<file path="src/rtl/s2_event_monitor_pkg.sv">
// -----------------------------------------------------------------------------
// s2_pkg
// Definitions shared by the S2 event monitor and its neighbours.
//   - S2_ST0..S2_ST3 : state codes emitted by the S2 run detector on state2.
//                      S2_ST3 (2'b11) marks a full run.
//   - burst_state_t  : encoding of the burst-alarm FSM (IDLE/WATCH/ALARM).
// -----------------------------------------------------------------------------
package s2_pkg;

    localparam logic [1:0] S2_ST0 = 2'b00;
    localparam logic [1:0] S2_ST1 = 2'b01;
    localparam logic [1:0] S2_ST2 = 2'b10;
    localparam logic [1:0] S2_ST3 = 2'b11;

    typedef enum logic [1:0] {
        BURST_IDLE  = 2'd0,
        BURST_WATCH = 2'd1,
        BURST_ALARM = 2'd2
    } burst_state_t;

endpackage

</file>
<file path="src/rtl/s2_event_monitor_if.sv">
// -----------------------------------------------------------------------------
// s2_event_monitor_if
// Bundles the monitor's data-path signals.
//   master (driver side) : drives y2_in, state2_in, clr, rd_en
//   slave  (monitor)     : drives rd_data, empty, full, overflow,
//                          evt_count, run_count, alarm, dbg_state
// Pop handshake: rd_data is valid whenever empty is low (first-word
// fall-through). Asserting rd_en while empty is low consumes the head entry
// at that posedge; rd_en while empty is high is ignored.
// -----------------------------------------------------------------------------
interface s2_event_monitor_if #(
    parameter int CNT_W = 8
);
    import s2_pkg::*;

    logic             y2_in;
    logic [1:0]       state2_in;
    logic             clr;
    logic             rd_en;
    logic [1:0]       rd_data;
    logic             empty;
    logic             full;
    logic             overflow;
    logic [CNT_W-1:0] evt_count;
    logic [CNT_W-1:0] run_count;
    logic             alarm;
    burst_state_t     dbg_state;

    modport master (
        output y2_in, state2_in, clr, rd_en,
        input  rd_data, empty, full, overflow, evt_count, run_count, alarm,
               dbg_state
    );

    modport slave (
        input  y2_in, state2_in, clr, rd_en,
        output rd_data, empty, full, overflow, evt_count, run_count, alarm,
               dbg_state
    );

endinterface

</file>
<file path="src/rtl/s2_event_monitor_fifo.sv">
// -----------------------------------------------------------------------------
// s2_evt_fifo
// DEPTH x 2-bit first-word-fall-through FIFO.
//   clk     : clock
//   i_clr   : synchronous clear (empties the FIFO)
//   i_push  : write i_data; accepted when not full, or when full and a pop
//             is accepted in the same cycle
//   i_pop   : remove head; ignored when empty
//   i_data  : code to write
//   o_data  : head entry, 2'b00 when empty
//   o_empty : no entries
//   o_full  : DEPTH entries
// -----------------------------------------------------------------------------
module s2_evt_fifo #(
    parameter int DEPTH = 4
) (
    input  logic       clk,
    input  logic       i_clr,
    input  logic       i_push,
    input  logic       i_pop,
    input  logic [1:0] i_data,
    output logic [1:0] o_data,
    output logic       o_empty,
    output logic       o_full
);

    // One extra pointer bit distinguishes full from empty.
    localparam int PW = $clog2(DEPTH) + 1;

    logic [1:0]    r_mem [DEPTH];
    logic [PW-1:0] r_wptr;
    logic [PW-1:0] r_rptr;
    logic          w_do_pop;
    logic          w_do_push;

    assign o_empty   = (r_wptr == r_rptr);
    assign o_full    = (r_wptr[PW-1] != r_rptr[PW-1]) &&
                       (r_wptr[PW-2:0] == r_rptr[PW-2:0]);
    assign w_do_pop  = i_pop && !o_empty;
    // A full FIFO still accepts a push when the head leaves in the same cycle.
    assign w_do_push = i_push && (!o_full || w_do_pop);
    assign o_data    = o_empty ? 2'b00 : r_mem[r_rptr[PW-2:0]];

    always_ff @(posedge clk) begin
        if (i_clr) begin
            r_wptr <= '0;
            r_rptr <= '0;
        end else begin
            if (w_do_push) r_wptr <= r_wptr + PW'(1);
            if (w_do_pop)  r_rptr <= r_rptr + PW'(1);
        end
    end

    // Storage needs no clear: o_data is masked while empty.
    always_ff @(posedge clk) begin
        if (!i_clr && w_do_push) r_mem[r_wptr[PW-2:0]] <= i_data;
    end

endmodule

</file>
<file path="src/rtl/s2_event_monitor.sv">
// -----------------------------------------------------------------------------
// s2_event_monitor
// Turns each rising edge of S2's Y2 into an event, logs the S2 state code of
// the event in a FWFT FIFO, counts events (saturating) and raises a sticky
// alarm when BURST_N events fall inside a WINDOW-cycle observation window.
//   clk   : clock, all state updates on posedge
//   reset : synchronous active-high reset
//   mon   : s2_event_monitor_if slave modport (inputs y2_in, state2_in, clr,
//           rd_en; outputs rd_data, empty, full, overflow, evt_count,
//           run_count, alarm, dbg_state)
// -----------------------------------------------------------------------------
module s2_event_monitor
    import s2_pkg::*;
#(
    parameter int DEPTH   = 4,
    parameter int CNT_W   = 8,
    parameter int BURST_N = 3,
    parameter int WINDOW  = 16
) (
    input  logic                clk,
    input  logic                reset,
    s2_event_monitor_if.slave   mon
);

    localparam int TMR_W = $clog2(WINDOW);
    localparam int BST_W = $clog2(BURST_N + 1);

    logic             w_clear;
    logic             r_y_q;
    logic             w_event;
    logic [1:0]       w_rd_data;
    logic             w_empty;
    logic             w_full;
    logic             r_overflow;
    logic [CNT_W-1:0] r_evt_count;
    logic [CNT_W-1:0] r_run_count;
    logic             r_alarm;

    burst_state_t     r_state;
    burst_state_t     w_next_state;
    logic [TMR_W-1:0] r_timer;
    logic [TMR_W-1:0] w_next_timer;
    logic [BST_W-1:0] r_burst;
    logic [BST_W-1:0] w_next_burst;
    logic [BST_W-1:0] w_burst_upd;

    // clr has exactly the effect of reset, so both collapse onto one clear.
    assign w_clear = reset || mon.clr;
    assign w_event = mon.y2_in && !r_y_q;

    s2_evt_fifo #(.DEPTH(DEPTH)) u_fifo (
        .clk     (clk),
        .i_clr   (w_clear),
        .i_push  (w_event),
        .i_pop   (mon.rd_en),
        .i_data  (mon.state2_in),
        .o_data  (w_rd_data),
        .o_empty (w_empty),
        .o_full  (w_full)
    );

    always_ff @(posedge clk) begin
        if (w_clear) begin
            r_y_q       <= 1'b0;
            r_overflow  <= 1'b0;
            r_evt_count <= '0;
            r_run_count <= '0;
        end else begin
            r_y_q <= mon.y2_in;
            // Dropped only when full and the head is not leaving this cycle.
            if (w_event && w_full && !mon.rd_en) r_overflow <= 1'b1;
            if (w_event && (r_evt_count != '1))
                r_evt_count <= r_evt_count + CNT_W'(1);
            if (w_event && (mon.state2_in == S2_ST3) && (r_run_count != '1))
                r_run_count <= r_run_count + CNT_W'(1);
        end
    end

    // Burst FSM state register.
    always_ff @(posedge clk) begin
        if (w_clear) begin
            r_state <= BURST_IDLE;
            r_timer <= '0;
            r_burst <= '0;
            r_alarm <= 1'b0;
        end else begin
            r_state <= w_next_state;
            r_timer <= w_next_timer;
            r_burst <= w_next_burst;
            r_alarm <= (w_next_state == BURST_ALARM);
        end
    end

    // Burst FSM next state. In WATCH the event of the current cycle is added
    // before the timeout test, so an event on the last window cycle counts.
    always_comb begin
        w_next_state = r_state;
        w_next_timer = r_timer;
        w_next_burst = r_burst;
        w_burst_upd  = r_burst + BST_W'(w_event);
        case (r_state)
            BURST_IDLE: begin
                if (w_event) begin
                    w_next_state = BURST_WATCH;
                    w_next_timer = '0;
                    w_next_burst = BST_W'(1);
                end
            end
            BURST_WATCH: begin
                w_next_timer = r_timer + TMR_W'(1);
                w_next_burst = w_burst_upd;
                if (w_burst_upd == BST_W'(BURST_N))
                    w_next_state = BURST_ALARM;
                else if (r_timer == TMR_W'(WINDOW - 1))
                    w_next_state = BURST_IDLE;
            end
            BURST_ALARM: begin
                w_next_state = BURST_ALARM;
            end
            default: begin
                w_next_state = BURST_IDLE;
            end
        endcase
    end

    assign mon.rd_data   = w_rd_data;
    assign mon.empty     = w_empty;
    assign mon.full      = w_full;
    assign mon.overflow  = r_overflow;
    assign mon.evt_count = r_evt_count;
    assign mon.run_count = r_run_count;
    assign mon.alarm     = r_alarm;
    assign mon.dbg_state = r_state;

endmodule

</file>
<file path="src/flat_wrapper.sv">
// flat-port wrapper written by rule: the top's interface ports become plain ports
module s2_event_monitor_flat import s2_pkg::*;
#(
    parameter int DEPTH   = 4,
    parameter int CNT_W   = 8,
    parameter int BURST_N = 3,
    parameter int WINDOW  = 16
)
  (clk, reset, mon_y2_in, mon_state2_in, mon_clr, mon_rd_en, mon_rd_data, mon_empty, mon_full, mon_overflow, mon_evt_count, mon_run_count, mon_alarm, mon_dbg_state);
  s2_event_monitor_if #(.CNT_W(CNT_W)) mon_i ();
  input  logic clk;
  input  logic reset;
  input wire logic [$bits(mon_i.y2_in)-1:0] mon_y2_in;
  input wire logic [$bits(mon_i.state2_in)-1:0] mon_state2_in;
  input wire logic [$bits(mon_i.clr)-1:0] mon_clr;
  input wire logic [$bits(mon_i.rd_en)-1:0] mon_rd_en;
  output wire logic [$bits(mon_i.rd_data)-1:0] mon_rd_data;
  output wire logic [$bits(mon_i.empty)-1:0] mon_empty;
  output wire logic [$bits(mon_i.full)-1:0] mon_full;
  output wire logic [$bits(mon_i.overflow)-1:0] mon_overflow;
  output wire logic [$bits(mon_i.evt_count)-1:0] mon_evt_count;
  output wire logic [$bits(mon_i.run_count)-1:0] mon_run_count;
  output wire logic [$bits(mon_i.alarm)-1:0] mon_alarm;
  output wire logic [$bits(mon_i.dbg_state)-1:0] mon_dbg_state;
  assign mon_i.y2_in = mon_y2_in;
  assign mon_i.state2_in = mon_state2_in;
  assign mon_i.clr = mon_clr;
  assign mon_i.rd_en = mon_rd_en;
  assign mon_rd_data = mon_i.rd_data;
  assign mon_empty = mon_i.empty;
  assign mon_full = mon_i.full;
  assign mon_overflow = mon_i.overflow;
  assign mon_evt_count = mon_i.evt_count;
  assign mon_run_count = mon_i.run_count;
  assign mon_alarm = mon_i.alarm;
  assign mon_dbg_state = mon_i.dbg_state;
  s2_event_monitor #(.DEPTH(DEPTH), .CNT_W(CNT_W), .BURST_N(BURST_N), .WINDOW(WINDOW)) u_core (.clk(clk), .reset(reset), .mon(mon_i));
endmodule
</file>
<file path="config.mk">
export PLATFORM = sky130hd
export DESIGN_NAME = s2_event_monitor_flat
export DESIGN_NICKNAME = d
export VERILOG_FILES = /design/src/rtl/s2_event_monitor_pkg.sv /design/src/rtl/s2_event_monitor_if.sv /design/src/rtl/s2_event_monitor_fifo.sv /design/src/rtl/s2_event_monitor.sv /design/src/flat_wrapper.sv
export SDC_FILE = /design/constraint.sdc
export NUM_CORES = 1
export LEC_CHECK = 0
export CAP_MARGIN = 5
export CORE_MARGIN = 2
export CORE_UTILIZATION = 48
export DETAILED_ROUTE_END_ITERATION = 8
export GPL_TIMING_DRIVEN = 0
export PLACE_DENSITY = 0.84
export SLEW_MARGIN = 0
export SYNTH_ARGS = -nofsm -noshare
export SYNTH_HDL_FRONTEND = slang
export SYNTH_SLANG_ARGS = --single-unit
</file>
<file path="constraint.sdc">
create_clock -name clk -period 1.37 [get_ports clk]
set_input_delay 0.2055 -clock clk [delete_from_list [all_inputs] [get_ports clk]]
set_output_delay 0.2055 -clock clk [all_outputs]
set_load 0.01 [all_outputs]
</file>
# --- Word-level counts from Yosys, hierarchy flattened ---
# Memories as Yosys holds them, arrays and structs flattened. A register that Yosys moved wholly into a read port is not among the register bits.
# Index checks and enable logic that the tools add are counted.
# Widths: inputs -> output; s select.
word_totals:
  reg_bits: 33
  mem_bits_rw: 8
  in_bits: 7
  output_inout_bits: 24
  wordCells: 62
  n_memories: 1
mem_list:
  columns: ["name", "depth", "width", "read_ports", "rd_ports_with_merged_regs", "wr", "line_no", "source"]
  rows:
  - ["u_core.u_fifo.r_mem", 4, 2, 1, 1, 1, "s2_event_monitor_fifo.sv:30", "logic [1:0] r_mem [DEPTH];"]
op_classes:
  add_sub_neg: 6
  n_eq_ne: 12
  muxes: 13
  n_reduce_logical: 20
op_table:
  columns: ["cell", "count"]
  rows:
  - ["$add 8x1->8 const B", 2]
  - ["$ne 8x8->1 const B", 2]
  - ["$mux 2", 7]
  - ["$logic_and 1x1->1", 10]
  - ["$eq 2x2->1 const B", 4]
  - ["$pmux 4 s2", 1]
  - ["$add 3x1->3 const B", 2]
  - ["$pmux 2 s3", 1]
  - ["$logic_not 1->1", 5]
  - ["$add 4x1->4 const B", 1]
  - ["$eq 4x4->1 const B", 1]
  - ["$mux 4", 1]
  - ["$pmux 2 s2", 1]
  - ["$eq 3x3->1", 1]
  - ["$add 2x1->2", 1]
  - ["$eq 2x1->1 const B", 1]
  - ["$eq 2x2->1", 1]
  - ["$logic_not 2->1", 1]
  - ["$logic_or 1x1->1", 2]
  - ["$mux 1", 2]
  - ["$ne 2x2->1 const B", 1]
  - ["$reduce_and 2->1", 1]
  - ["$reduce_bool 2->1", 1]
  - ["$ne 1x1->1", 1]

# --- Longest topological paths before layout ---
logic_depth:
  depth_word: 8
  depth_mapped: 7
  mapped_depth_nobuf: 6

# --- Hierarchy ---
# Synthesis repeated with hierarchy kept, for this count alone.
unflattened:
  cells_unflattened: 199
  hier_area_um2: 2045.7
by_module_without_submodules:
  columns: ["module", "n_inst", "cells_each", "area_each_um2", "seq_area_each_um2"]
  rows:
  - ["s2_event_monitor", 1, 132, 1238.7, 540.5]
  - ["s2_evt_fifo", 1, 67, 807.0, 400.4]

# --- Worst setup path after synthesis ---
# Ideal clock, no wire load.
synth_timing:
  path_type: "flip-flop to flip-flop"
  from: "register u_core.u_fifo.r_wptr[1]"
  to: "memory u_core.u_fifo.r_mem[0][0] (enable)"
  setup_ps: 247
  arrival_time_ps: 1249
  required_ps: 1123
  path_slack_ps: -126
  path_stages_with_launch: 5
  n_path_buf: 0
  period_less_slack_ps: 1496
  cell_sequence: "dfxtp_1 xor2_4 o41ai_4 nor2_1 and2_1"
synth_via:
  elab_chain_cells: 8
  elab_cells_between_ends: 11
  classes_between: "eq/ne: 2; mux: 2; reduce/logical: 7"
synth_lines:
  columns: ["item", "line_no", "source"]
  rows:
  - ["start: declaration", "s2_event_monitor_fifo.sv:31", "logic [PW-1:0] r_wptr;"]
  - ["start signal: assignment", "s2_event_monitor_fifo.sv:49", "if (w_do_push) r_wptr <= r_wptr + PW'(1);"]
  - ["$eq 3x3->1 or $eq 2x2->1 (tied branches)", "s2_event_monitor_fifo.sv:36, s2_event_monitor_fifo.sv:38", null]
  - ["$logic_not 1->1 or $logic_and 1x1->1 (tied branches)", "s2_event_monitor_fifo.sv:39, s2_event_monitor_fifo.sv:37", null]
  - ["$logic_and 1x1->1 or $logic_not 1->1 (tied branches)", "s2_event_monitor_fifo.sv:39, s2_event_monitor_fifo.sv:41", null]
  - ["$logic_or 1x1->1", "s2_event_monitor_fifo.sv:41", "assign w_do_push = i_push && (!o_full || w_do_pop);"]
  - ["$logic_and 1x1->1", "s2_event_monitor_fifo.sv:41", null]
  - ["$logic_and 1x1->1", "s2_event_monitor_fifo.sv:56", "if (!i_clr && w_do_push) r_mem[r_wptr[PW-2:0]] <= i_data;"]
  - ["$mux 1", "s2_event_monitor_fifo.sv:56", null]
  - ["$mux 1 (implied by the code)", "s2_event_monitor_fifo.sv:56", null]
  - ["end: declaration", "s2_event_monitor_fifo.sv:30", null]
# Parallel ways exist; a longest one is shown, timed or not.

==> impl_metrics.toml <==
[run_status]
status = "complete, but fails checks"
violations = "setup timing"

[worst_hold_path]
holdCritPathClass = "in -> reg"
hp-start = "mon_y2_in"
min_path_cells = 2
hold_end = "u_core.r_y_q$_SDFF_PP0_"

[routing]
viasPerCell = 5.502
first_pass_iters = 4
via_count = 1678
drtAntennaViolNets = 0
wire_per_inst_um = 14.91
drt_wl_total_um = 4549
drtIter0Drc = 75
drc = 0

[setup_path]
arrival_ns = 1.42
rr_startpoint = "u_core.u_fifo.r_rptr[0]$_SDFFE_PP0N_"
path_cells = "mux4_2 > nor2b_1 > buf_2"
path_class = "reg -> out"
required_ns = 1.16
cp-start-kind = "register"
cpMaxStageDelayCell = "mux4_2"
worst_r2r_path_depth = 5
r2r_slack_ns = -0.15
crit_fanout = 2
worst_setup_path_end_kind = "output pin"
crit_path_max_incr_delay_ns = 0.49

[yosys]
synth_cells = 198
synth_xor_area_share_pct = 7.085
synth.most_common_cell = "dfxtp_1"
ys_top_cells_by_count = "35 x dfxtp_1, 23 x nor2_1, 11 x xor2_1"
synth_top_flop_cell = "dfxtp_1"
synth-simple-area-share_pct = 19.37
synthTopCellsByArea = "dfxtp_1 35%, edfxtp_1 12%, ha_1 5.6%"
synth_warnings = 0
synth_top_family_by_area = "simple AND/OR/NAND/NOR gates"
synth.avg_cell_area_um2 = 10.08
seq_area_frac_synth_pct = 47.15
syn_nets = 214
synth_mux_area_share_pct = 5.392
async_flop_share_pct = 0
synth_compound_area_share_pct = 12.79
syn_area_um2 = 1996
synth_edf_count = 8
yosysTopAreaCell = "dfxtp_1"
synth_top_area_share_pct = 35.11
synth_seq_cells = 43
synth_fa_ha_area_share_pct = 5.643
synth_cell_types = 41

[sta]
min_period_ns = 1.628
hold_viol_final = 0
fin_skew_ns = 0.003570
finalMaxSlewViolations = 0
worst_pin_slew_ns = 0.4779
max_freq_ghz = 0.6141
fin_crit_sh_pct = 118.9
setup_violations = 21
slew_headroom_pct = 68.10
rsz0062_at_grt = "yes"
setup_ws_ns = -0.2583

[floorplan]
coreArea_um2 = 4000
io_pins = 31
die_h_um = 68.48
initial_core_util_pct = 49.89
num_rows = 23
dieArea_um2 = 4690
die_w_um = 68.48

[finish]
fin_nets = 270
fin_cells = 305
fillCellCount = 294
regArea_um2 = 985.9
multiInputGateArea_um2 = 1189
drive_above_1_share_pct = 33.33
area_growth_pct = 40.75
antennaDiodeCount = 0
fin_util_pct = 70.22

[placed_design]
dpl.hpwl_um = 2811
numPortBuffers = 30
dp_cells = 278
gp_congestion = 0.8653

[global_routing]
grt_pass1_vias = 1593
overflow = 0
antenna_found_initial = 0
grt_max_degree = 13
grt_pass1_wl_um = 7127
track_usage_pct = 20.73

[clocking]
cts_tree = "built"
cts_hold_buffers = 0
clk_pin_slew_ns = 0.08
insertion_delay_ns = 0.30
cts_htree_levels = 2
cts_buffers = 5
cts_buffer_depth = 2
cts_sinks = 43
cts-root-buf = "clkbuf_8"

[power_and_ir_drop]
finalPower_mw = 2.325
p_leak_nw = 1.194
powerDensity_nw_per_um2 = 827.7
max-vdd-ir-drop_mv = 0.6373

[run]
cap_violations = 0
## state kept, by name (all words and copies together) (netlist names), named ones only
register,cells
u_core.mon.alarm,1
u_core.mon.dbg_state,2
u_core.mon.evt_count,8
u_core.mon.overflow,1
u_core.mon.run_count,8
u_core.r_burst,2
u_core.r_timer,4
u_core.r_y_q,1
u_core.u_fifo.r_mem,8
u_core.u_fifo.r_rptr,3
u_core.u_fifo.r_wptr,3
## worst max-delay path: cells and delay by family (launching register included)
kind          cells  cell delay, ns
flops             1            0.36
buf+inv           1            0.14
mux               1            0.49
simple gates      1            0.14
## worst max path at each step
stage,endpoint,cells past startpoint,slack (ns),start
floorplan,u_core.u_fifo.r_mem[0][0]$_DFFE_PP_,4,-0.08,u_core.u_fifo.r_rptr[1]$_SDFFE_PP0N_
global placement,u_core.mon.dbg_state[0]$_SDFF_PP0_,8,-0.56,mon_y2_in
detailed placement,u_core.mon.run_count[2]$_SDFFE_PP0P_,5,-0.60,mon_clr
CTS,mon_rd_data[0],3,-0.28,register
global route,mon_rd_data[0],3,-0.32,register
finish,mon_rd_data[0],3,-0.26,register
## placed cells by master (no fill, tap or decap), types with 4 or more instances in the layout
cell type      count
xor2_1             8
clkbuf_8           5
clkbuf_1           4
dfxtp_2           12
nand4_1            5
o211ai_1           7
buf_6              5
nand3_1            4
mux2i_1            4
edfxtp_1           8
dfxtp_1           15
ha_1               6
nor2b_1            5
dlygate4sd2_1     22
nand2_1           10
a21oi_1            6
inv_1              7
buf_4             18
dfxtp_4            8
nor2_1            21
and2_4             5
## power breakdown
group | total (mW) | internal (mW) | leakage, nW | switching (mW)
combinational | 0.240 | 0.119 | 0.787 | 0.122
clock | 0.781 | 0.363 | 0.0395 | 0.419
sequential | 1.30 | 1.29 | 0.367 | 0.0152
total | 2.32 | 1.77 | 1.19 | 0.556
## logic make-up (layout without fill, tap and decap cells)
kind of cell | after synthesis | in the layout
mux | 8 | 8
flops | 43 | 43
simple gates | 76 | 76
xor+xnor | 14 | 14
fa+ha+maj | 9 | 9
compound gates | 35 | 35
buf+inv | 13 | 70
## per-layer routing
layer | global-route usage [%] | part of all wire [%]
met3 | 4.934 | 4.3
met1 | 25.42 | 42
met2 | 35.58 | 52
met5 | 0 | 0
met4 | 6.750 | 1.8
## area by class of cell
| cell class | count | share of cell area (%) |
|---|---|---|
| Sequential cell | 43 | 35.10 |
| Timing Repair Buffer | 49 | 14.97 |
| Tap cell | 50 | 2.227 |
| Inverter | 7 | 0.9354 |
| Clock buffer | 8 | 2.851 |
| Buffer | 6 | 1.604 |
| Multi-Input combinational cell | 142 | 42.32 |
## stage by stage
stage                     instance area [um^2]  TNS, ns  setup slack [ns]  hold WS [ns]
after floorplan                           2032  -0.5078          -0.08463        0.3044
after global placement                    2395   -20.73           -0.5648        0.4459
after detailed placement                  2395   -22.54           -0.6015        0.4596
after CTS                                 2654   -3.706           -0.2813        0.2792
after global routing                      2809   -4.049           -0.3195        0.3142
final                                     2809   -2.185           -0.2583        0.2810
## repair_timing
action / 4_1_cts / 5_1_grt
endpoints found under the setup margin: 60 / 42
pin swaps: 15 / 22
resized for setup: 79 / 29
setup buffers: 10 / 9
(Power assumes the default switching activity.)
